<file path="src/rtl/id_opfetch_stage.sv">
// id_opfetch_stage: IF->ID register, SRAM instruction hold and forwarded operand fetch.
// The load-use interlock is built only when ID_LOADUSE_STALL_EN is defined.
module id_opfetch_stage #(
   parameter int XLEN    = 32,
   parameter int RF_AW   = 5,
   parameter int NFWD    = 3,
   parameter int STALL_W = 6
) (
   input  logic                  clk,
   input  logic                  rst,
   input  logic [STALL_W-1:0]    i_stall,
   input  logic                  i_flush,
   input  logic                  i_if_valid,
   input  logic [XLEN-1:0]       i_if_pc,
   input  logic [31:0]           i_inst_rdata,
   input  logic                  i_use_rs,
   input  logic                  i_use_rt,
   input  logic [NFWD-1:0]       i_fwd_we,
   input  logic [NFWD*RF_AW-1:0] i_fwd_waddr,
   input  logic [NFWD*XLEN-1:0]  i_fwd_wdata,
   input  logic [NFWD-1:0]       i_fwd_is_load,
   input  logic [XLEN-1:0]       i_rf_rdata1,
   input  logic [XLEN-1:0]       i_rf_rdata2,
   output logic                  o_id_valid,
   output logic [XLEN-1:0]       o_id_pc,
   output logic [31:0]           o_id_inst,
   output logic [RF_AW-1:0]      o_rf_raddr1,
   output logic [RF_AW-1:0]      o_rf_raddr2,
   output logic [XLEN-1:0]       o_opnd1,
   output logic [XLEN-1:0]       o_opnd2,
   output logic                  o_stallreq
);
   logic            r_valid;
   logic [XLEN-1:0] r_pc;
   logic [31:0]     r_inst_hold;
   logic            r_hold_vld;
   logic            w_bubble;
   logic            w_unused;
   logic [RF_AW-1:0] w_a  [2];
   logic [XLEN-1:0]  w_rf [2];
   logic [XLEN-1:0]  w_op [2];
   logic             w_ld [2];
   assign w_bubble = i_flush | (i_stall[1] & ~i_stall[2]);
   always_ff @(posedge clk)
      if (rst || w_bubble) begin
         r_valid <= 1'b0;
         r_pc    <= '0;
      end else if (!i_stall[1]) begin
         r_valid <= i_if_valid;
         r_pc    <= i_if_pc;
      end
   // SRAM data lives one cycle; capture it on the first held cycle so a long stall keeps the word.
   always_ff @(posedge clk)
      if (rst || w_bubble || !i_stall[1]) r_hold_vld <= 1'b0;
      else if (r_valid && !r_hold_vld) begin
         r_hold_vld  <= 1'b1;
         r_inst_hold <= i_inst_rdata;
      end
   assign o_id_valid  = r_valid;
   assign o_id_pc     = r_pc;
   assign o_id_inst   = !r_valid ? 32'h0 : r_hold_vld ? r_inst_hold : i_inst_rdata;
   assign o_rf_raddr1 = o_id_inst[21 +: RF_AW];
   assign o_rf_raddr2 = o_id_inst[16 +: RF_AW];
   assign w_a[0]  = o_rf_raddr1;
   assign w_a[1]  = o_rf_raddr2;
   assign w_rf[0] = i_rf_rdata1;
   assign w_rf[1] = i_rf_rdata2;
   // Scan from the oldest channel down so the youngest matching channel overwrites last.
   always_comb
      for (int k = 0; k < 2; k++) begin
         w_op[k] = w_rf[k];
         w_ld[k] = 1'b0;
         for (int i = NFWD - 1; i >= 0; i--)
            if (i_fwd_we[i] && i_fwd_waddr[i*RF_AW +: RF_AW] == w_a[k]) begin
               w_op[k] = i_fwd_wdata[i*XLEN +: XLEN];
               w_ld[k] = i_fwd_is_load[i];
            end
         if (!r_valid || w_a[k] == '0) begin
            w_op[k] = '0;
            w_ld[k] = 1'b0;
         end
      end
   assign o_opnd1 = w_op[0];
   assign o_opnd2 = w_op[1];
`ifdef ID_LOADUSE_STALL_EN
   assign o_stallreq = (i_use_rs & w_ld[0]) | (i_use_rt & w_ld[1]);
   assign w_unused   = ^i_stall;
`else
   assign o_stallreq = 1'b0;
   assign w_unused   = ^{i_stall, i_use_rs, i_use_rt, w_ld[0], w_ld[1]};
`endif
endmodule

</file>
<file path="config.mk">
export PLATFORM = sky130hd
export DESIGN_NAME = id_opfetch_stage
export DESIGN_NICKNAME = d
export VERILOG_FILES = /design/src/rtl/id_opfetch_stage.sv
export SDC_FILE = /design/constraint.sdc
export NUM_CORES = 1
export LEC_CHECK = 0
export CORE_AREA = 2 2 156 158
export DETAILED_ROUTE_END_ITERATION = 8
export DIE_AREA = 0 0 158 160
export PLACE_DENSITY = 0.68
export SLEW_MARGIN = 25
export SYNTH_ARGS = -nofsm -noshare
export SYNTH_HDL_FRONTEND = slang
export SYNTH_SLANG_ARGS = --single-unit
</file>
<file path="constraint.sdc">
create_clock -name clk -period 5.5 [get_ports clk]
set_input_delay 0.825 -clock clk [delete_from_list [all_inputs] [get_ports clk]]
set_output_delay 0.825 -clock clk [all_outputs]
set_load 0.005 [all_outputs]
</file>
== After elaboration in Yosys (flattened, before gate mapping) ==
Index checks and enable logic that the tools add are counted.
Storage, ports and cells
  register bits after elaboration: 66
  output and inout bits: 140
Cells by class
  multiplexer cells: 10
  bitwise operators: 4
  reductions and logical operators: 17
  equality and inequality tests: 6
Operators with widths (number)
  2-to-1 mux 32 bit: 10
  equality test 5 bit: 6
  logical NOT 5 bit: 2
  logical AND 1 bit: 7
  logical OR 1 bit: 4
  logical NOT 1 bit: 3
  inverter 1 bit: 2
  AND reduction 2 bit: 1
  bitwise AND 1 bit: 1
  OR 1 bit: 1

== Depth between registers and ports, before layout ==
Gate-level depths: netlist of run 1.
  depth in word-level cells: 8
  mapped depth: 10
  depth with buffers taken out: 6

== Least setup slack after synthesis of run 1 ==
OpenSTA, ideal clock, no wires.
  path kind: in2reg
  start: input i_stall[1]
  end: register r_inst_hold[0] (enable)
  cell stages on the path: 4
  buffers on the path: 2
  required time: 5039 ps
  slack: 1069 ps
  arrival: 3970 ps
  path through: clkbuf_1 -> buf_1 -> nand3_1 -> nor3_1
On the way
  word-level cells in the longest chain between the ends: 6
  elaborated cells on any way between the ends: 7
RTL lines
  start, declared: line 11  | input logic [STALL_W-1:0] i_stall,
  bitwise AND 1 bit: line 43  | assign w_bubble = i_flush | (i_stall[1] & ~i_stall[2]);
  OR 1 bit: line 43
  logical OR 1 bit: line 54  | if (rst || w_bubble || !i_stall[1]) r_hold_vld <= 1'b0;
  logical OR 1 bit *: line 54
  inverter 1 bit (no line) *
  AND reduction 2 bit (no line) *
  end signal, assigned: line 57  | r_inst_hold <= i_inst_rdata;
  end, declared: line 35  | logic [31:0] r_inst_hold;
Every way passes the cells marked *; elsewhere a longest branch is shown, timed or not.
A chain may end at the register's enable or synchronous reset.

== Final worst setup path of run 1 ==
  start: input i_inst_rdata[25]
  end: output o_opnd1[31]
On the way
  word-level cells in the longest chain between the ends: 8
  elaborated cells on any way between the ends: 14
RTL lines
  start, declared: line 15  | input logic [31:0] i_inst_rdata,
  2-to-1 mux 32 bit * (2 in a row): line 61  | assign o_id_inst = !r_valid ? 32'h0 : r_hold_vld ? r_inst_hold : i_inst_rdata;
  equality test 5 bit: line 74  | if (i_fwd_we[i] && i_fwd_waddr[i*RF_AW +: RF_AW] == w_a[k]) begin
  logical AND 1 bit: line 74
  2-to-1 mux 32 bit (3 in a row): line 74
  2-to-1 mux 32 bit *: line 78  | if (!r_valid || w_a[k] == '0) begin
  end, declared: line 29  | output logic [XLEN-1:0] o_opnd1,
Marks and branches as above.

==> run_results.csv, run 1 <==
group,metric,value,unit
cts,h-tree-depth,3,
floorplanning,initial_core_util,22.51,%
place,io_buffers,386,
critical_path,required,4680,ps
sta,final.min_clock_period,4975,ps
power,p_per_area,156.4,mW/mm²
sta,fmax,0.2010,GHz
cts,cts.sinks,66,
floorplanning,chipHeight,160,µm
cells_and_area,nets,1181,
drt,wl_per_cell,19.43,µm
drt,vias_per_cell,4.784,
drt,drtPass1Iterations,4,
drt,drt-total-wl,24360,µm
drt,drcViolationCount,0,
synthesis,ys_seq_area_share,30.62,%
synthesis,syn-cell-area,0.005361,mm²
place,finalWeightedCongestion,0.8088,
sta,setup_viol_count_final,0,
cts,clk_path_buf_depth,2,
floorplanning,dieArea,0.02528,mm²
cts,clkLatencyLatePin,330,ps
grt,grt_usage,18.34,%
sta,drv_slew,0,
synthesis,synthCells,570,
synthesis,synth-edff-count,32,
cells_and_area,syn_to_final_growth,82.08,%
grt,grt_pass1_vias,6210,
critical_path,crit_type,"primary input to output port",
floorplanning,rows,57,
cts,cts-root-buf,"clkbuf_16",
floorplanning,core_area,0.02382,mm²
cells_and_area,fill_cells,2356,
cells_and_area,fin_util,40.98,%
sta,fin_worst_skew,10.72,ps
worst_hold_path,hold_path.class,"register to register",
cts,cts_resized,0,
sta,rsz0062_at_grt,"false",
cts,cts_tree,"yes",
run_status,outcome,"finished, final reports clean",
drt,drtIter0Drc,231,
cts,cts-hold-fix-buffers,0,
critical_path,critical_path_arrival,4150,ps
synthesis,syn_nets,827,
power,leakagePower,3.298,nW
grt,grt_max_degree,39,
cells_and_area,instances_no_fill,1254,
sta,relSlewSlack,39.34,%
critical_path,cp-end-kind,"output port",
synthesis,async_flop_share,0,%
cts,cts_made_buffers,9,
sta,setup_tns,0,ps
synthesis,synth_seq_cells,66,
cts,clk_pin_slew,60,ps
drt,dr_total_vias,5999,
critical_path,crit_fanout,27,
synthesis,ys.flop_type,"dfxtp_1",
grt,antenna_found_initial,1,
floorplanning,ios,397,
floorplanning,die_x,158,µm
cells_and_area,drive_above_1_share,8.504,%
sta,finalCritPeriodShare,90.45,%
synthesis,yosys_warnings,0,
synthesis,synth.avg_cell_area,9.406,µm²
place,dp_hpwl,19060,µm
grt,grt_pass1_wl,35770,µm
power,vdd_drop_max,0.0001725,V
sta,hold_viol,0,
cts,postCtsSetupRepairBufs,0,
run,cap_violations,0,
place,dp_cells,1237,
synthesis,yosysUniqueCellTypes,39,
drt,antenna_left,0,
critical_path,cp-start-kind,"primary input",
sta,tightest_slew,908.8,ps
grt,gr-total-overflow,0,
-- critical path: stages --
cell             delay [ps]
clkdlybuf4s50_1         520
mux2i_4                 100
or2b_2                  350
xnor2_1                 130
or4_4                   530
or3b_2                  600
buf_12                  240
o221ai_1                230
clkdlybuf4s50_1         610
-- cell usage after synthesis, types with 8 or more instances --
| cell | count | area (µm²) |
|---|---|---|
| o221ai_1 | 34 | 297.8 |
| o21ai_0 | 15 | 75.07 |
| or3_1 | 10 | 62.56 |
| mux2i_1 | 123 | 1231 |
| clkbuf_1 | 19 | 71.32 |
| inv_1 | 40 | 150.1 |
| nand3_1 | 72 | 360.4 |
| edfxtp_1 | 32 | 960.9 |
| xnor2_1 | 11 | 96.34 |
| nor2_1 | 65 | 244.0 |
| dfxtp_1 | 34 | 680.7 |
| buf_4 | 11 | 82.58 |
| buf_2 | 16 | 80.08 |
| buf_6 | 8 | 90.09 |
| o221ai_2 | 30 | 450.4 |
-- power by group --
part | internal (W) | leakage, nW | switching, W
Combinational | 0.000269 | 2.60 | 0.000170
Sequential | 0.000522 | 0.564 | 0.00000429
Clock | 0.000350 | 0.137 | 0.000213
-- state kept, by name (all words and copies together) (netlist names) --
signal and cells:
o_id_valid 1, r_hold_vld 1, r_inst_hold 32, o_id_pc 32
-- final cells by class --
type | instances | area, µm² | area share [%]
repair buffers | 403 | 4024 | 41.22
well taps | 324 | 405.4 | 4.153
flip-flops and latches | 66 | 1643 | 16.83
inverters | 40 | 150.1 | 1.538
multi-input cells | 404 | 3249 | 33.29
diodes | 1 | 2.502 | 0.02563
clock buffers | 11 | 232.7 | 2.384
clock inverters | 5 | 55.05 | 0.5640
-- cell families (layout without fill, tap and decap cells) --
| family | Yosys count | count (layout) | share of synthesized area [%] |
|---|---|---|---|
| AOI/OAI and AO/OA | 85 | 85 | 16.10 |
| xor gates and xnor gates | 12 | 12 | 1.960 |
| buffers and inverters | 100 | 459 | 9.265 |
| DFF | 66 | 66 | 30.62 |
| muxes | 129 | 129 | 24.76 |
| other | 1 | 2 | 0.06994 |
| and+or+nand+nor | 177 | 177 | 17.22 |
-- layout by cell type, fill, tap and decap left out, drive strengths merged, types with 2 or more instances in the layout --
| cell type | Yosys | routed |
|---|---|---|
| nand3 | 72 | 72 |
| xnor2 | 11 | 11 |
| mux2i | 126 | 126 |
| nor2 | 65 | 65 |
| nor3 | 7 | 7 |
| nand4b | 6 | 6 |
| mux2 | 3 | 3 |
| inv | 40 | 40 |
| nor4b | 2 | 2 |
| edfxtp | 32 | 32 |
| o221ai | 64 | 64 |
| clkdlybuf4s50 | 0 | 385 |
| nand2 | 3 | 3 |
| buf | 41 | 18 |
| o21ai | 17 | 17 |
| clkinv | 0 | 3 |
| nand3b | 4 | 4 |
| a21oi | 2 | 2 |
| clkbuf | 19 | 11 |
| nor4 | 3 | 3 |
| dfxtp | 34 | 34 |
| or3 | 10 | 10 |
-- metal layers --
metal	GRT usage, %	share of wire [%]
met1	21.36	40
met2	32.35	48
met3	4.450	9.5
met4	6.675	2.7
met5	0	0
-- final timing paths --
path | startpoint | to | slack [ps] | cells past startpoint
setup / recovery | i_inst_rdata[25] | o_opnd1[31] | 530 | 9
hold / removal | o_id_pc[8] | o_id_pc[8] | 500 | 2
setup reg to reg | o_id_valid | r_inst_hold[21] | 3000 | 4
hold reg to reg | o_id_pc[8] | o_id_pc[8] | 500 | 2
-- through the flow --
| step | setup WS (ps) | hold slack [ps] | cell area (µm²) | power [W] |
|---|---|---|---|---|
| floorplan | 1069 | 488.4 | 5361 | 0.0006773 |
| global placement | 505.0 | 472.9 | 9472 | 0.0009723 |
| detailed placement | 513.9 | 489.3 | 9472 | 0.0009744 |
| CTS | 500.7 | 504.6 | 9759 | 0.001545 |
| global route | 412.5 | 526.3 | 9762 | 0.001590 |
| finish | 525.3 | 503.0 | 9762 | 0.001527 |
Note: power is estimated with default switching activity, not from simulation.
==> run 2, diff against run 1 <==
PLACE_DENSITY = 0.67   (was 0.68)
==> run_results.csv, run 2 (synthesized netlist as in run 1, its figures left out) <==
group,metric,value,unit
cts,clk_pin_slew,60,ps
critical_path,cp-start-kind,"primary input",
cells_and_area,fill_cells,2394,
place,dp_hpwl,18820,µm
sta,setup_viol_count_final,0,
cts,cts_tree,"yes",
critical_path,critical_path_arrival,4110,ps
drt,wl_per_cell,19.33,µm
cts,clk_path_buf_depth,2,
critical_path,reg2reg_from,"o_id_valid",
sta,setup_tns,0,ps
cts,postCtsSetupRepairBufs,0,
place,placed_cell_area,0.009464,mm²
cells_and_area,regArea,0.001643,mm²
floorplanning,rows,57,
sta,fmax,0.2027,GHz
cts,cts_resized,0,
critical_path,slowest_stage,"clkdlybuf4s50_1",
floorplanning,ios,397,
critical_path,cp-end-kind,"output port",
floorplanning,initial_core_util,22.51,%
power,leakagePower,3.315,nW
floorplanning,core_area,0.02382,mm²
sta,relSlewSlack,34.80,%
critical_path,crit_fanout,32,
run,cap_violations,0,
critical_path,path_buf_inv,3,
critical_path,slowest_delay,580,ps
sta,timing.final.ws_setup,566.1,ps
sta,tightest_slew,976.9,ps
worst_hold_path,hold_path.class,"register to register",
drt,drt-total-wl,24200,µm
critical_path,required,4680,ps
cts,h-tree-depth,3,
cells_and_area,diodes,0,
grt,antenna_found_initial,0,
drt,vias_per_cell,4.731,
critical_path,path_cells,"clkdlybuf4s50_1, mux2i_4, or2b_2, xnor2_1, or4_4, or3b_2, buf_4, o221ai_1, clkdlybuf4s50_1",
sta,finalCritPeriodShare,89.71,%
place,place_ws,535.2,ps
sta,drv_slew,0,
drt,drcViolationCount,0,
cts,clkLatencyLatePin,330,ps
place,io_buffers,386,
cts,cts.sinks,66,
grt,grt_usage,18.03,%
cells_and_area,drive_above_1_share,8.728,%
drt,drtPass1Iterations,4,
grt,grt_pass1_vias,6218,
worst_hold_path,min_from,"o_id_pc[13]",
critical_path,crit_type,"primary input to output port",
critical_path,setup.worst_path.start,"i_inst_rdata[25]",
critical_path,path_delay_family,"buffers and inverters",
floorplanning,die_x,158,µm
cts,cts_made_buffers,9,
cells_and_area,design_area,0.009789,mm²
grt,grt_pass1_wl,35200,µm
cells_and_area,syn_to_final_growth,82.59,%
cells_and_area,most-common-layout-cells,"clkdlybuf4s50_1, mux2i_1, nand3_1",
cells_and_area,final_common_cell,"clkdlybuf4s50_1",
place,finalWeightedCongestion,0.7858,
floorplanning,chipHeight,160,µm
floorplanning,dieArea,0.02528,mm²
run_status,outcome,"finished, final reports clean",
sta,hold_viol,0,
drt,dr_total_vias,5923,
grt,grt_max_degree,41,
cts,cts-root-buf,"clkbuf_16",
drt,antenna_left,0,
sta,final.min_clock_period,4934,ps
sta,fin_worst_skew,2.257,ps
sta,rsz0062_at_grt,"false",
grt,gr-total-overflow,0,
cells_and_area,nets,1180,
cts,cts-hold-fix-buffers,0,
critical_path,cp_common_cell,"clkdlybuf4s50_1",
power,vdd_drop_max,0.0001979,V
drt,drtIter0Drc,248,
power,p_per_area,163.1,mW/mm²
cells_and_area,multi_input_comb_area,0.003249,mm²
run 2: worst paths after layout:
kind | endpoint | slack, ps | cells past startpoint
min reg2reg | o_id_pc[13] | 490 | 2
max | o_opnd1[31] | 570 | 9
min | o_id_pc[13] | 490 | 2
max reg2reg | r_inst_hold[21] | 2910 | 4
run 2: area by class of cell:
cell class                      instances  share of cell area (%)
Clock inverter                          7                   1.022
Timing Repair Buffer                  402                   41.03
Sequential cell                        66                   16.78
Clock buffer                            9                   2.301
Tap cell                              324                   4.141
Multi-Input combinational cell        404                   33.19
Inverter                               40                   1.534
run 2: per-stage QoR:
| stage | total power, W | hold WS, ps | cells | utilization [%] |
|---|---|---|---|---|
| after floorplan | 0.0006773 | 488.4 | 570 | - |
| after global placement | 0.0009735 | 472.3 | 1236 | 39.73 |
| after detailed placement | 0.0009747 | 486.1 | 1236 | 39.73 |
| after CTS | 0.001615 | 495.6 | 1252 | 41.10 |
| after global routing | 0.001665 | 530.7 | 1252 | 41.10 |
| final | 0.001597 | 491.2 | 1252 | 41.10 |
run 2: worst reg2reg max path, stage by stage (launching register included):
cell and delay, ps:
dfxtp_1 340, inv_1 410, buf_4 400, nor3_2 670
buf_4 440
run 2: where the power goes:
group | switching, W | total, W | internal, W
clock network | 0.000231 | 0.000632 | 0.000401
registers | 0.00000400 | 0.000526 | 0.000522
logic | 0.000169 | 0.000439 | 0.000270
total | 0.000404 | 0.00160 | 0.00119
run 2: per-layer routing:
layer,vias to the layer above,part of all wire (%),GRT usage [%]
met2,298,47,30.83
li1,2837,-,-
met5,-,0,0
met4,0,3.6,7.821
met3,46,9.8,5.455
met1,2742,39,20.64
